File: config.mk
export PLATFORM = sky130hd
export DESIGN_NAME = dm_cache_ctrl_flat
export DESIGN_NICKNAME = d
export VERILOG_FILES = /design/src/rtl/dm_cache_ctrl_pkg.sv /design/src/rtl/dm_cache_ctrl_if.sv /design/src/rtl/dm_cache_ctrl_line_ram.sv /design/src/rtl/dm_cache_ctrl.sv /design/src/flat_wrapper.sv
export SDC_FILE = /design/constraint.sdc
export NUM_CORES = 1
export LEC_CHECK = 0
export BUFFER_PORTS_ARGS = -buffer_cell sky130_fd_sc_hd__buf_2
export CELL_PAD_IN_SITES_DETAIL_PLACEMENT = 0
export CELL_PAD_IN_SITES_GLOBAL_PLACEMENT = 1
export CORE_AREA = 2 2 423 299
export DETAILED_ROUTE_END_ITERATION = 8
export DIE_AREA = 0 0 425 301
export GPL_ROUTABILITY_DRIVEN = 0
export PLACE_DENSITY_LB_ADDON = 0.2
export SLEW_MARGIN = 40
export SYNTH_ARGS = -nofsm -noshare
export SYNTH_HDL_FRONTEND = slang
export SYNTH_SLANG_ARGS = --single-unit
File: constraint.sdc
create_clock -name clk -period 14.2 [get_ports clk]
set_input_delay 0.71 -clock clk [delete_from_list [all_inputs] [get_ports clk]]
set_output_delay 0.71 -clock clk [all_outputs]
set_load 0.01 [all_outputs]
File: src/rtl/dm_cache_ctrl_pkg.sv
// Shared types and defaults for the direct-mapped write-through data cache.
package dm_cache_ctrl_pkg;

   typedef enum logic [1:0] {
      IDLE   = 2'd0,
      REFILL = 2'd1,
      RESP   = 2'd2,
      WRITE  = 2'd3
   } state_t;

   localparam int unsigned DEF_ADDR_W = 12;
   localparam int unsigned DEF_DATA_W = 32;
   localparam int unsigned DEF_LINES  = 8;
   localparam int unsigned DEF_WORDS  = 4;
   localparam int unsigned DEF_CNT_W  = 16;

   // Tag keeps whatever address bits remain above byte offset, word and index.
   function automatic int unsigned tag_width(input int unsigned addr_w,
                                             input int unsigned lines,
                                             input int unsigned words);
      return addr_w - 2 - $clog2(words) - $clog2(lines);
   endfunction

endpackage

File: src/rtl/dm_cache_ctrl_if.sv
// CPU-side and memory-side bus of the cache; slave is the cache's view.
interface dm_cache_ctrl_if #(
   parameter int ADDR_W = 12,
   parameter int DATA_W = 32,
   parameter int CNT_W  = 16
);
   logic              cpu_req;
   logic              cpu_we;
   logic [ADDR_W-1:0] cpu_addr;
   logic [DATA_W-1:0] cpu_wdata;
   logic [DATA_W-1:0] cpu_rdata;
   logic              stall;
   logic              flush;
   logic              mem_req;
   logic              mem_we;
   logic [ADDR_W-1:0] mem_addr;
   logic [DATA_W-1:0] mem_wdata;
   logic [DATA_W-1:0] mem_rdata;
   logic              mem_ack;
   logic [CNT_W-1:0]  hit_cnt;
   logic [CNT_W-1:0]  miss_cnt;

   modport master (
      output cpu_req, cpu_we, cpu_addr, cpu_wdata, flush, mem_rdata, mem_ack,
      input  cpu_rdata, stall, mem_req, mem_we, mem_addr, mem_wdata, hit_cnt, miss_cnt
   );

   modport slave (
      input  cpu_req, cpu_we, cpu_addr, cpu_wdata, flush, mem_rdata, mem_ack,
      output cpu_rdata, stall, mem_req, mem_we, mem_addr, mem_wdata, hit_cnt, miss_cnt
   );
endinterface

File: src/rtl/dm_cache_ctrl_line_ram.sv
// Cache data storage: LINES*WORDS words, asynchronous read, synchronous write.
module dm_cache_ctrl_line_ram #(
   parameter int DEPTH  = 32,
   parameter int DATA_W = 32
) (
   input  logic                     clk,
   input  logic                     we,
   input  logic [$clog2(DEPTH)-1:0] waddr,
   input  logic [DATA_W-1:0]        wdata,
   input  logic [$clog2(DEPTH)-1:0] raddr,
   output logic [DATA_W-1:0]        rdata
);
   logic [DATA_W-1:0] mem [DEPTH];

   always_ff @(posedge clk) begin
      if (we) begin
         mem[waddr] <= wdata;
      end
   end

   assign rdata = mem[raddr];
endmodule

File: src/rtl/dm_cache_ctrl.sv
// Direct-mapped, write-through, no-write-allocate data cache controller with
// line refill over a req/ack memory handshake and saturating hit/miss counters.
module dm_cache_ctrl
   import dm_cache_ctrl_pkg::*;
#(
   parameter int ADDR_W = DEF_ADDR_W,
   parameter int DATA_W = DEF_DATA_W,
   parameter int LINES  = DEF_LINES,
   parameter int WORDS  = DEF_WORDS,
   parameter int CNT_W  = DEF_CNT_W
) (
   input logic            clk,
   input logic            rstn,
   dm_cache_ctrl_if.slave bus
);
   localparam int WB    = $clog2(WORDS);
   localparam int LB    = $clog2(LINES);
   localparam int TAG_W = tag_width(ADDR_W, LINES, WORDS);

   logic [WB-1:0]    word_sel;
   logic [LB-1:0]    idx;
   logic [TAG_W-1:0] tag;
   assign word_sel = bus.cpu_addr[2+WB-1:2];
   assign idx      = bus.cpu_addr[2+WB+LB-1:2+WB];
   assign tag      = bus.cpu_addr[ADDR_W-1:2+WB+LB];

   logic unused_offset;
   assign unused_offset = &{1'b0, bus.cpu_addr[1:0]};

   state_t           state, state_nxt;
   logic [LINES-1:0] valid;
   logic [TAG_W-1:0] tag_arr [LINES];
   logic [WB-1:0]    cnt;
   logic [CNT_W-1:0] hit_q, miss_q;
   logic             hit;
   logic             last_word;

   logic              ram_we;
   logic [LB+WB-1:0]  ram_waddr;
   logic [DATA_W-1:0] ram_wdata;
   logic [DATA_W-1:0] ram_rdata;

   // A flush in the same cycle wins over the lookup, so the request sees a miss.
   assign hit       = bus.cpu_req & ~bus.flush & valid[idx] & (tag_arr[idx] == tag);
   assign last_word = (cnt == WB'(WORDS - 1));

   dm_cache_ctrl_line_ram #(
      .DEPTH  (LINES * WORDS),
      .DATA_W (DATA_W)
   ) u_ram (
      .clk   (clk),
      .we    (ram_we),
      .waddr (ram_waddr),
      .wdata (ram_wdata),
      .raddr ({idx, word_sel}),
      .rdata (ram_rdata)
   );

   always_ff @(posedge clk or negedge rstn) begin
      if (!rstn) begin
         state <= IDLE;
      end else begin
         state <= state_nxt;
      end
   end

   // Next state plus every bus output; memory outputs are pure functions of
   // state, refill counter and the stalled CPU address, so they hold until ack.
   always_comb begin
      state_nxt     = state;
      bus.stall     = 1'b0;
      bus.cpu_rdata = '0;
      bus.mem_req   = 1'b0;
      bus.mem_we    = 1'b0;
      bus.mem_addr  = '0;
      bus.mem_wdata = '0;
      ram_we        = 1'b0;
      ram_waddr     = {idx, word_sel};
      ram_wdata     = bus.cpu_wdata;
      case (state)
         IDLE: begin
            if (bus.cpu_req) begin
               if (bus.cpu_we) begin
                  bus.stall = 1'b1;
                  ram_we    = hit;
                  state_nxt = WRITE;
               end else if (hit) begin
                  bus.cpu_rdata = ram_rdata;
               end else begin
                  bus.stall = 1'b1;
                  state_nxt = REFILL;
               end
            end
         end
         REFILL: begin
            bus.stall    = 1'b1;
            bus.mem_req  = 1'b1;
            bus.mem_addr = {tag, idx, cnt, 2'b00};
            ram_waddr    = {idx, cnt};
            ram_wdata    = bus.mem_rdata;
            if (bus.mem_ack) begin
               ram_we = 1'b1;
               if (last_word) begin
                  state_nxt = RESP;
               end
            end
         end
         RESP: begin
            bus.cpu_rdata = ram_rdata;
            state_nxt     = IDLE;
         end
         WRITE: begin
            bus.stall     = ~bus.mem_ack;
            bus.mem_req   = 1'b1;
            bus.mem_we    = 1'b1;
            bus.mem_addr  = {bus.cpu_addr[ADDR_W-1:2], 2'b00};
            bus.mem_wdata = bus.cpu_wdata;
            if (bus.mem_ack) begin
               state_nxt = IDLE;
            end
         end
         default: state_nxt = IDLE;
      endcase
   end

   // Valid bits: a refilling line stays invalid until its last word lands.
   always_ff @(posedge clk or negedge rstn) begin
      if (!rstn) begin
         valid <= '0;
         cnt   <= '0;
      end else begin
         case (state)
            IDLE: begin
               cnt <= '0;
               if (bus.flush) begin
                  valid <= '0;
               end
               if (bus.cpu_req && !bus.cpu_we && !hit) begin
                  valid[idx] <= 1'b0;
               end
            end
            REFILL: begin
               if (bus.mem_ack) begin
                  cnt <= cnt + 1'b1;
                  if (last_word) begin
                     valid[idx] <= 1'b1;
                  end
               end
            end
            default: ;
         endcase
      end
   end

   always_ff @(posedge clk) begin
      if (state == REFILL && bus.mem_ack && last_word) begin
         tag_arr[idx] <= tag;
      end
   end

   // Every lookup is counted once, on its IDLE cycle; counters stick at all-ones.
   always_ff @(posedge clk or negedge rstn) begin
      if (!rstn) begin
         hit_q  <= '0;
         miss_q <= '0;
      end else if (state == IDLE && bus.cpu_req) begin
         if (hit) begin
            if (hit_q != '1) hit_q <= hit_q + 1'b1;
         end else begin
            if (miss_q != '1) miss_q <= miss_q + 1'b1;
         end
      end
   end

   assign bus.hit_cnt  = hit_q;
   assign bus.miss_cnt = miss_q;
endmodule

File: src/flat_wrapper.sv
// flat-port wrapper written by rule: the top's interface ports become plain ports
module dm_cache_ctrl_flat import dm_cache_ctrl_pkg::*;
#(
   parameter int ADDR_W = DEF_ADDR_W,
   parameter int DATA_W = DEF_DATA_W,
   parameter int LINES  = DEF_LINES,
   parameter int WORDS  = DEF_WORDS,
   parameter int CNT_W  = DEF_CNT_W
)
  (clk, rstn, bus_cpu_req, bus_cpu_we, bus_cpu_addr, bus_cpu_wdata, bus_flush, bus_mem_rdata, bus_mem_ack, bus_cpu_rdata, bus_stall, bus_mem_req, bus_mem_we, bus_mem_addr, bus_mem_wdata, bus_hit_cnt, bus_miss_cnt);
  dm_cache_ctrl_if #(.ADDR_W(ADDR_W), .DATA_W(DATA_W), .CNT_W(CNT_W)) bus_i ();
  input logic clk;
  input logic rstn;
  input wire logic [$bits(bus_i.cpu_req)-1:0] bus_cpu_req;
  input wire logic [$bits(bus_i.cpu_we)-1:0] bus_cpu_we;
  input wire logic [$bits(bus_i.cpu_addr)-1:0] bus_cpu_addr;
  input wire logic [$bits(bus_i.cpu_wdata)-1:0] bus_cpu_wdata;
  input wire logic [$bits(bus_i.flush)-1:0] bus_flush;
  input wire logic [$bits(bus_i.mem_rdata)-1:0] bus_mem_rdata;
  input wire logic [$bits(bus_i.mem_ack)-1:0] bus_mem_ack;
  output wire logic [$bits(bus_i.cpu_rdata)-1:0] bus_cpu_rdata;
  output wire logic [$bits(bus_i.stall)-1:0] bus_stall;
  output wire logic [$bits(bus_i.mem_req)-1:0] bus_mem_req;
  output wire logic [$bits(bus_i.mem_we)-1:0] bus_mem_we;
  output wire logic [$bits(bus_i.mem_addr)-1:0] bus_mem_addr;
  output wire logic [$bits(bus_i.mem_wdata)-1:0] bus_mem_wdata;
  output wire logic [$bits(bus_i.hit_cnt)-1:0] bus_hit_cnt;
  output wire logic [$bits(bus_i.miss_cnt)-1:0] bus_miss_cnt;
  assign bus_i.cpu_req = bus_cpu_req;
  assign bus_i.cpu_we = bus_cpu_we;
  assign bus_i.cpu_addr = bus_cpu_addr;
  assign bus_i.cpu_wdata = bus_cpu_wdata;
  assign bus_i.flush = bus_flush;
  assign bus_i.mem_rdata = bus_mem_rdata;
  assign bus_i.mem_ack = bus_mem_ack;
  assign bus_cpu_rdata = bus_i.cpu_rdata;
  assign bus_stall = bus_i.stall;
  assign bus_mem_req = bus_i.mem_req;
  assign bus_mem_we = bus_i.mem_we;
  assign bus_mem_addr = bus_i.mem_addr;
  assign bus_mem_wdata = bus_i.mem_wdata;
  assign bus_hit_cnt = bus_i.hit_cnt;
  assign bus_miss_cnt = bus_i.miss_cnt;
  dm_cache_ctrl #(.ADDR_W(ADDR_W), .DATA_W(DATA_W), .LINES(LINES), .WORDS(WORDS), .CNT_W(CNT_W)) u_core (.clk(clk), .rstn(rstn), .bus(bus_i));
endmodule
Yosys cells after proc, flatten, opt, wreduce, memory -nomap -nowiden

Memory sizes are Yosys's and may differ from the RTL's.
Index checks and enable logic that the tools add are counted.
W data, S select, Z words.

Memories kept: 2
Bits in registers: 44
Output and inout bits: 111
Word-level logic and storage cells: 90
Input bits: 82
Bits in writable memories: 1064

Muxes and demuxes: 41
Add/sub/neg operators: 3
Bitwise operators: 9
Reduce and logical (&&, ||, !) cells: 16
$lt $le $gt $ge: 2
Equality and inequality tests: 12

Memory list:

| name             | depth | width | read ports | clocked after memory_dff | write ports | RTL line                     | source |
|---|---|---|---|---|---|---|---|
| u_core.u_ram.mem | 32    | 32    | 1          | 0                        | 1           | dm_cache_ctrl_line_ram.sv:13 | `logic [DATA_W-1:0] mem [DEPTH];` |
| u_core.tag_arr   | 8     | 5     | 1          | 0                        | 1           | dm_cache_ctrl.sv:32          | `logic [TAG_W-1:0] tag_arr [LINES];` |

Operator list:

| kind                    | count |
|---|---|
| $mux W32                | 5 |
| $pmux W32 S2            | 1 |
| $mux W8                 | 5 |
| $add A16 B1 Y16 const B | 2 |
| $ne A16 B16 Y1 const B  | 2 |
| $pmux W12 S2            | 1 |
| $mux W2                 | 8 |
| $pmux W8 S2             | 1 |
| $mux W1                 | 14 |
| $reduce_and A3 Y1       | 3 |
| $and A8 B8 Y8           | 1 |
| $not A8 Y8              | 1 |
| $or A8 B8 Y8            | 1 |
| $pmux W2 S4             | 1 |
| $eq A2 B2 Y1 const B    | 3 |
| $logic_and A1 B1 Y1     | 6 |
| $ne A2 B2 Y1 const B    | 3 |
| $eq A5 B5 Y1            | 1 |
| $reduce_and A5 Y1       | 1 |
| $lt A3 B4 Y1 const B    | 1 |
| $pmux W2 S2             | 1 |
| $and A1 B1 Y1           | 3 |
| $bmux W1 S3             | 1 |
| $demux W1 S3            | 1 |
| 13 further kinds        | 16 |

Logic depth before layout (Yosys ltp)

Depth in word-level cells: 9
Mapped depth: 11
Gate-level depth less buffers: 8

Cells and area by module

Synthesis repeated with hierarchy kept, for this count alone.

Cell total of the unflattened synthesis: 2695
Area, all modules: 44774.2 um2

Modules (own cells, without submodules):

| module                 | sequential area each (um2) | cells an instance | area each (um2) | instances |
|---|---|---|---|---|
| dm_cache_ctrl_line_ram | 30749.5                    | 2228              | 39844.5         | 1 |
| dm_cache_ctrl          | 2302.2                     | 467               | 4929.7          | 1 |

Least setup slack after synthesis

OpenSTA, ideal clock, no wires.

Path type: in2reg
Start: in bus_cpu_addr[4]
End: mem u_core.u_ram.mem[12][0], enable pin
Stages: 11
Library setup time: 468 ps
Setup slack: 8844 ps
Buffers on the path: 3
Data required time: 13732 ps
Arrival: 4887 ps
Cell sequence: buf_4 > buf_2 > mux2i_1 > mux4_2 > xnor2_1 > nor2_1 > nand2_1 > nor3_2 > a32oi_1 > buf_4 > nor3b_1

Longest elaborated chain between the ends: 9
Elaborated cells between the ends (all ways): 11
Classes of those cells: 1 x eq/ne; 7 x mux; 2 x bitwise; 1 x memory

Ends and longest elaborated chain:

| element                                                               | RTL line                     | source |
|---|---|---|
| start: declaration                                                    | flat_wrapper.sv:16           | `input wire logic [$bits(bus_i.cpu_addr)-1:0] bus_cpu_addr;` |
| parallel branches: the longest is 9 deep, another holds $mem_v2 Z8 W5 | --                           |  |
| end: declaration                                                      | dm_cache_ctrl_line_ram.sv:13 |  |

Parallel ways; which one is timed is not known. The select of a mux whose other input is x is not followed.

Worst setup path after layout

Start: in bus_cpu_addr[4]
End: out bus_cpu_rdata[19]

Longest elaborated chain between the ends: 8
Elaborated cells between the ends (all ways): 11
Classes of those cells: 1 x eq/ne; 6 x mux; 2 x bitwise; 2 x memory

Ends and longest elaborated chain:

| element                                                               | RTL line            | source |
|---|---|---|
| parallel branches: the longest is 7 deep, another holds $mem_v2 Z8 W5 | --                  |  |
| $pmux W32 S2 (*)                                                      | dm_cache_ctrl.sv:80 | `case (state)` |
| end: declaration                                                      | flat_wrapper.sv:21  | `output wire logic [$bits(bus_i.cpu_rdata)-1:0] bus_cpu_rdata;` |

Mark *: on every way between the ends. The select of a mux whose other input is x is not followed.

==> impl_metrics.csv <==
group,metric,value,unit
yosys,syn_area_per_cell,21.3,um2
yosys,synthCells,2025,
die,io_pins,193,
global_route,grt-ovfl-total,0,
placed_design,post-place-ws,8660,ps
route,routed_wl,117000,um
critical_path,crit_chain,"buf_2 > nor2b_1 > a22oi_1 > o221ai_1 > xnor2_1 > nand2b_2 > nor4_4 > o21bai_4 > buf_4 > nor4_1 > buf_2",
die,fp.dieW,425,um
die,initial_core_util,0.350,
clock_tree,cts-resized-gates,0,
sta,finalSetupViolCount,0,
critical_path,crit_type,"input pin to output pin",
die,core.rowCount,108,
sta,finalHoldViolCount,0,
route,drtPass1Iterations,7,
critical_path,start_kind,"input pin",
sta,whs,322,ps
critical_path,cpMostUsedCell,"buf_2",
sta,tns,0,ps
route,drc,0,
clock_tree,htree_levels,3,
sta,max-slew-margin-rel,0.402,
layout,syn_to_final_growth,16.2,%
die,coreArea,0.124,mm2
yosys,synth_area,0.0432,mm2
global_route,grt_use_total,0.182,
outcome,status,"completed",
global_route,antenna_found_initial,1,
clock_tree,cts_tree,"done",
critical_path,cpMaxStageDelayCell,"nor4_1",
clock_tree,hold_buffers,1,
worst_hold_path,hold_class,"input pin to flip-flop",
sta,fin_crit,5130,ps
critical_path,crit_start,"bus_cpu_addr[4]",
die,dieArea,0.128,mm2
sta,rsz0062_at_grt,"false",
layout,drive_gt1_frac,0.334,
route,vias,21600,
power,irDropWorstVdd,0.000119,V
global_route,grt_max_degree,84,
placed_design,io_buffer_count,188,
critical_path,path_max_fanout,32,
yosys,seq_area_frac_synth,0.766,
yosys,synth_edf_count,1064,
yosys,yosysUniqueCellTypes,58,
route,avgRoutedWirePerCell,29.0,um
route,first_iter_violations,2301,
route,vias_per_cell,5.37,
layout,fin_nets,2369,
critical_path,r2r-start,"u_core.tag_arr[0][4]",
critical_path,cp_data_arrival_time,4420,ps
power,power.density,157,mW/mm2
clock_tree,clockBufferDepth,3,
clock_tree,cts_setup_buffers,0,
clock_tree,cts.sinks,1108,
flow_run,maxCapViolations,0,
clock_tree,cts.clk_slew.worst_paths,60,ps
sta,slew_viol_final,0,
global_route,grt_pass1_vias,21900,
power,total_power,7870,uW
sta,finalCritPeriodShare,0.361,
critical_path,cp-end-kind,"output pin",
critical_path,required,13490,ps
critical_path,rr_worst_depth,10,
placed_design,placed_cell_area,0.0465,mm2
yosys,synth_ff_type,"edfxtp_1",
sta,worst_pin_slew,897,ps
clock_tree,clock_latency,720,ps
layout,postLayoutCellArea,0.0501,mm2
sta,skew,39.1,ps
worst_hold_path,hp-start,"bus_cpu_addr[10]",
sta,max_freq,0.195,GHz
power,power_leakage,0.0163,uW
clock_tree,cts-root-buf,"clkbuf_16",
yosys,synthArstFlopShare,0.0397,
critical_path,cpPeakStageDelay,790,ps
route,antenna_left,0,
yosys,ys.warnings.count,0,
layout,fillers,10900,
sta,worst_slack,9070,ps
yosys,ys_ff_latch,1108,
clock_tree,cts_made_buffers,109,
die,die_h,301,um
placed_design,hpwl,63300,um
worst_hold_path,holdPathStages,1,
global_route,grt_pass1_wl,164000,um
registers in the layout (all words and copies together) (netlist names):
name                 count
u_core.u_ram.mem      1024
u_core.bus.hit_cnt      16
u_core.tag_arr          40
u_core.cnt               2
u_core.state             2
u_core.valid             8
u_core.bus.miss_cnt     16
worst paths after layout:
path	to	slack [ps]
setup / recovery	bus_cpu_rdata[19]	9070
hold / removal	u_core.tag_arr[3][3]	320
setup reg to reg	u_core.u_ram.mem[12][3]	9660
hold reg to reg	u_core.bus.hit_cnt[9]	490
max in group asynchronous	u_core.state[1]	13200
min in group asynchronous	u_core.bus.hit_cnt[6]	540
report_power, final:
part	switching, uW	leakage, uW	internal, uW	total, uW
Combinational	716	0.00445	291	1010
Clock	1240	0.00173	1650	2880
Sequential	34.0	0.0101	3950	3980
worst max-delay path, delay by kind of cell:
kind	cells	cell delay (ps)
simple gates	4	1990
buf+inv	3	1100
compound gates	3	390
xor+xnor	1	170
cells in the mapped netlist (8+ instances only):
cell type	instances	area, um2
edfxtp_1	1064	32000
mux4_2	259	5830
o22ai_1	100	626
clkbuf_1	72	270
dfrtp_1	44	1100
nor2_1	42	158
mux2_2	38	428
and3_1	36	225
nor3_1	33	165
buf_2	31	155
nand2_1	29	109
mux2i_1	21	210
xor2_1	21	184
or4_1	17	128
o221ai_1	16	140
nor2b_1	15	93.8
o22a_1	15	131
nor4_2	13	163
inv_1	12	45.0
xnor2_1	12	105
a21oi_1	11	55.1
nand3_1	11	55.1
o21ai_0	11	55.1
and2_1	10	62.6
buf_1	10	37.5
nor3b_1	10	75.1
nor4_1	9	56.3
buf_4	8	60.1
cells in the final DEF (no fill, tap or decap), types with 13 or more instances in the layout:
| cell | count |
|---|---|
| and3_1 | 36 |
| buf_2 | 185 |
| buf_4 | 71 |
| clkbuf_1 | 21 |
| clkbuf_16 | 111 |
| clkinv_1 | 27 |
| clkinv_2 | 17 |
| dfrtp_1 | 42 |
| edfxtp_1 | 1064 |
| mux2_2 | 38 |
| mux2i_1 | 21 |
| mux4_2 | 259 |
| nand2_1 | 27 |
| nor2_1 | 41 |
| nor2b_1 | 14 |
| nor3_2 | 27 |
| nor4_2 | 13 |
| o221ai_1 | 16 |
| o22a_1 | 15 |
| o22ai_1 | 100 |
| or4_1 | 17 |
| xor2_1 | 21 |
per-stage QoR:
| step | utilization | cells |
|---|---|---|
| 4_1_cts | 0.405 | 4021 |
| 6_report | 0.406 | 4024 |
| 3_3_place_gp | 0.376 | 3818 |
| 5_1_grt | 0.406 | 4023 |
| 3_5_place_dp | 0.377 | 3820 |
| 2_1_floorplan | - | 2026 |
cell type report:
type / instances / area, um2 / share of cell area
sequential: 1108 / 33100 / 0.659
timing repair buffer: 272 / 1700 / 0.0340
antenna: 1 / 2.50 / 0.0000499
tap: 1650 / 2060 / 0.0412
inverter: 12 / 45.0 / 0.000898
multi-input combinational: 781 / 9730 / 0.194
clock inverter: 64 / 649 / 0.0129
clock buffer: 136 / 2900 / 0.0578
routing by layer:
metal | up-vias | track usage | part of all wire
met1 | 11700 | 0.261 | 0.45
met3 | 152 | 0.0343 | 0.060
met2 | 662 | 0.288 | 0.47
met4 | 0 | 0.0422 | 0.020
li1 | 9062 | - | -
met5 | - | 0 | 0
kinds of logic (layout without fill, tap and decap cells):
| kind of cell | after synthesis | count (layout) | share of synthesized area |
|---|---|---|---|
| simple gates | 252 | 252 | 0.0350 |
| mux | 318 | 318 | 0.150 |
| fa+ha+maj | 3 | 3 | 0.000870 |
| flops | 1108 | 1108 | 0.766 |
| buf+inv | 137 | 484 | 0.0144 |
| other cells | 1 | 3 | 0.0000869 |
| compound gates | 173 | 173 | 0.0274 |
| xor+xnor | 33 | 33 | 0.00670 |
No activity file was read; power rests on OpenSTA's default activity.
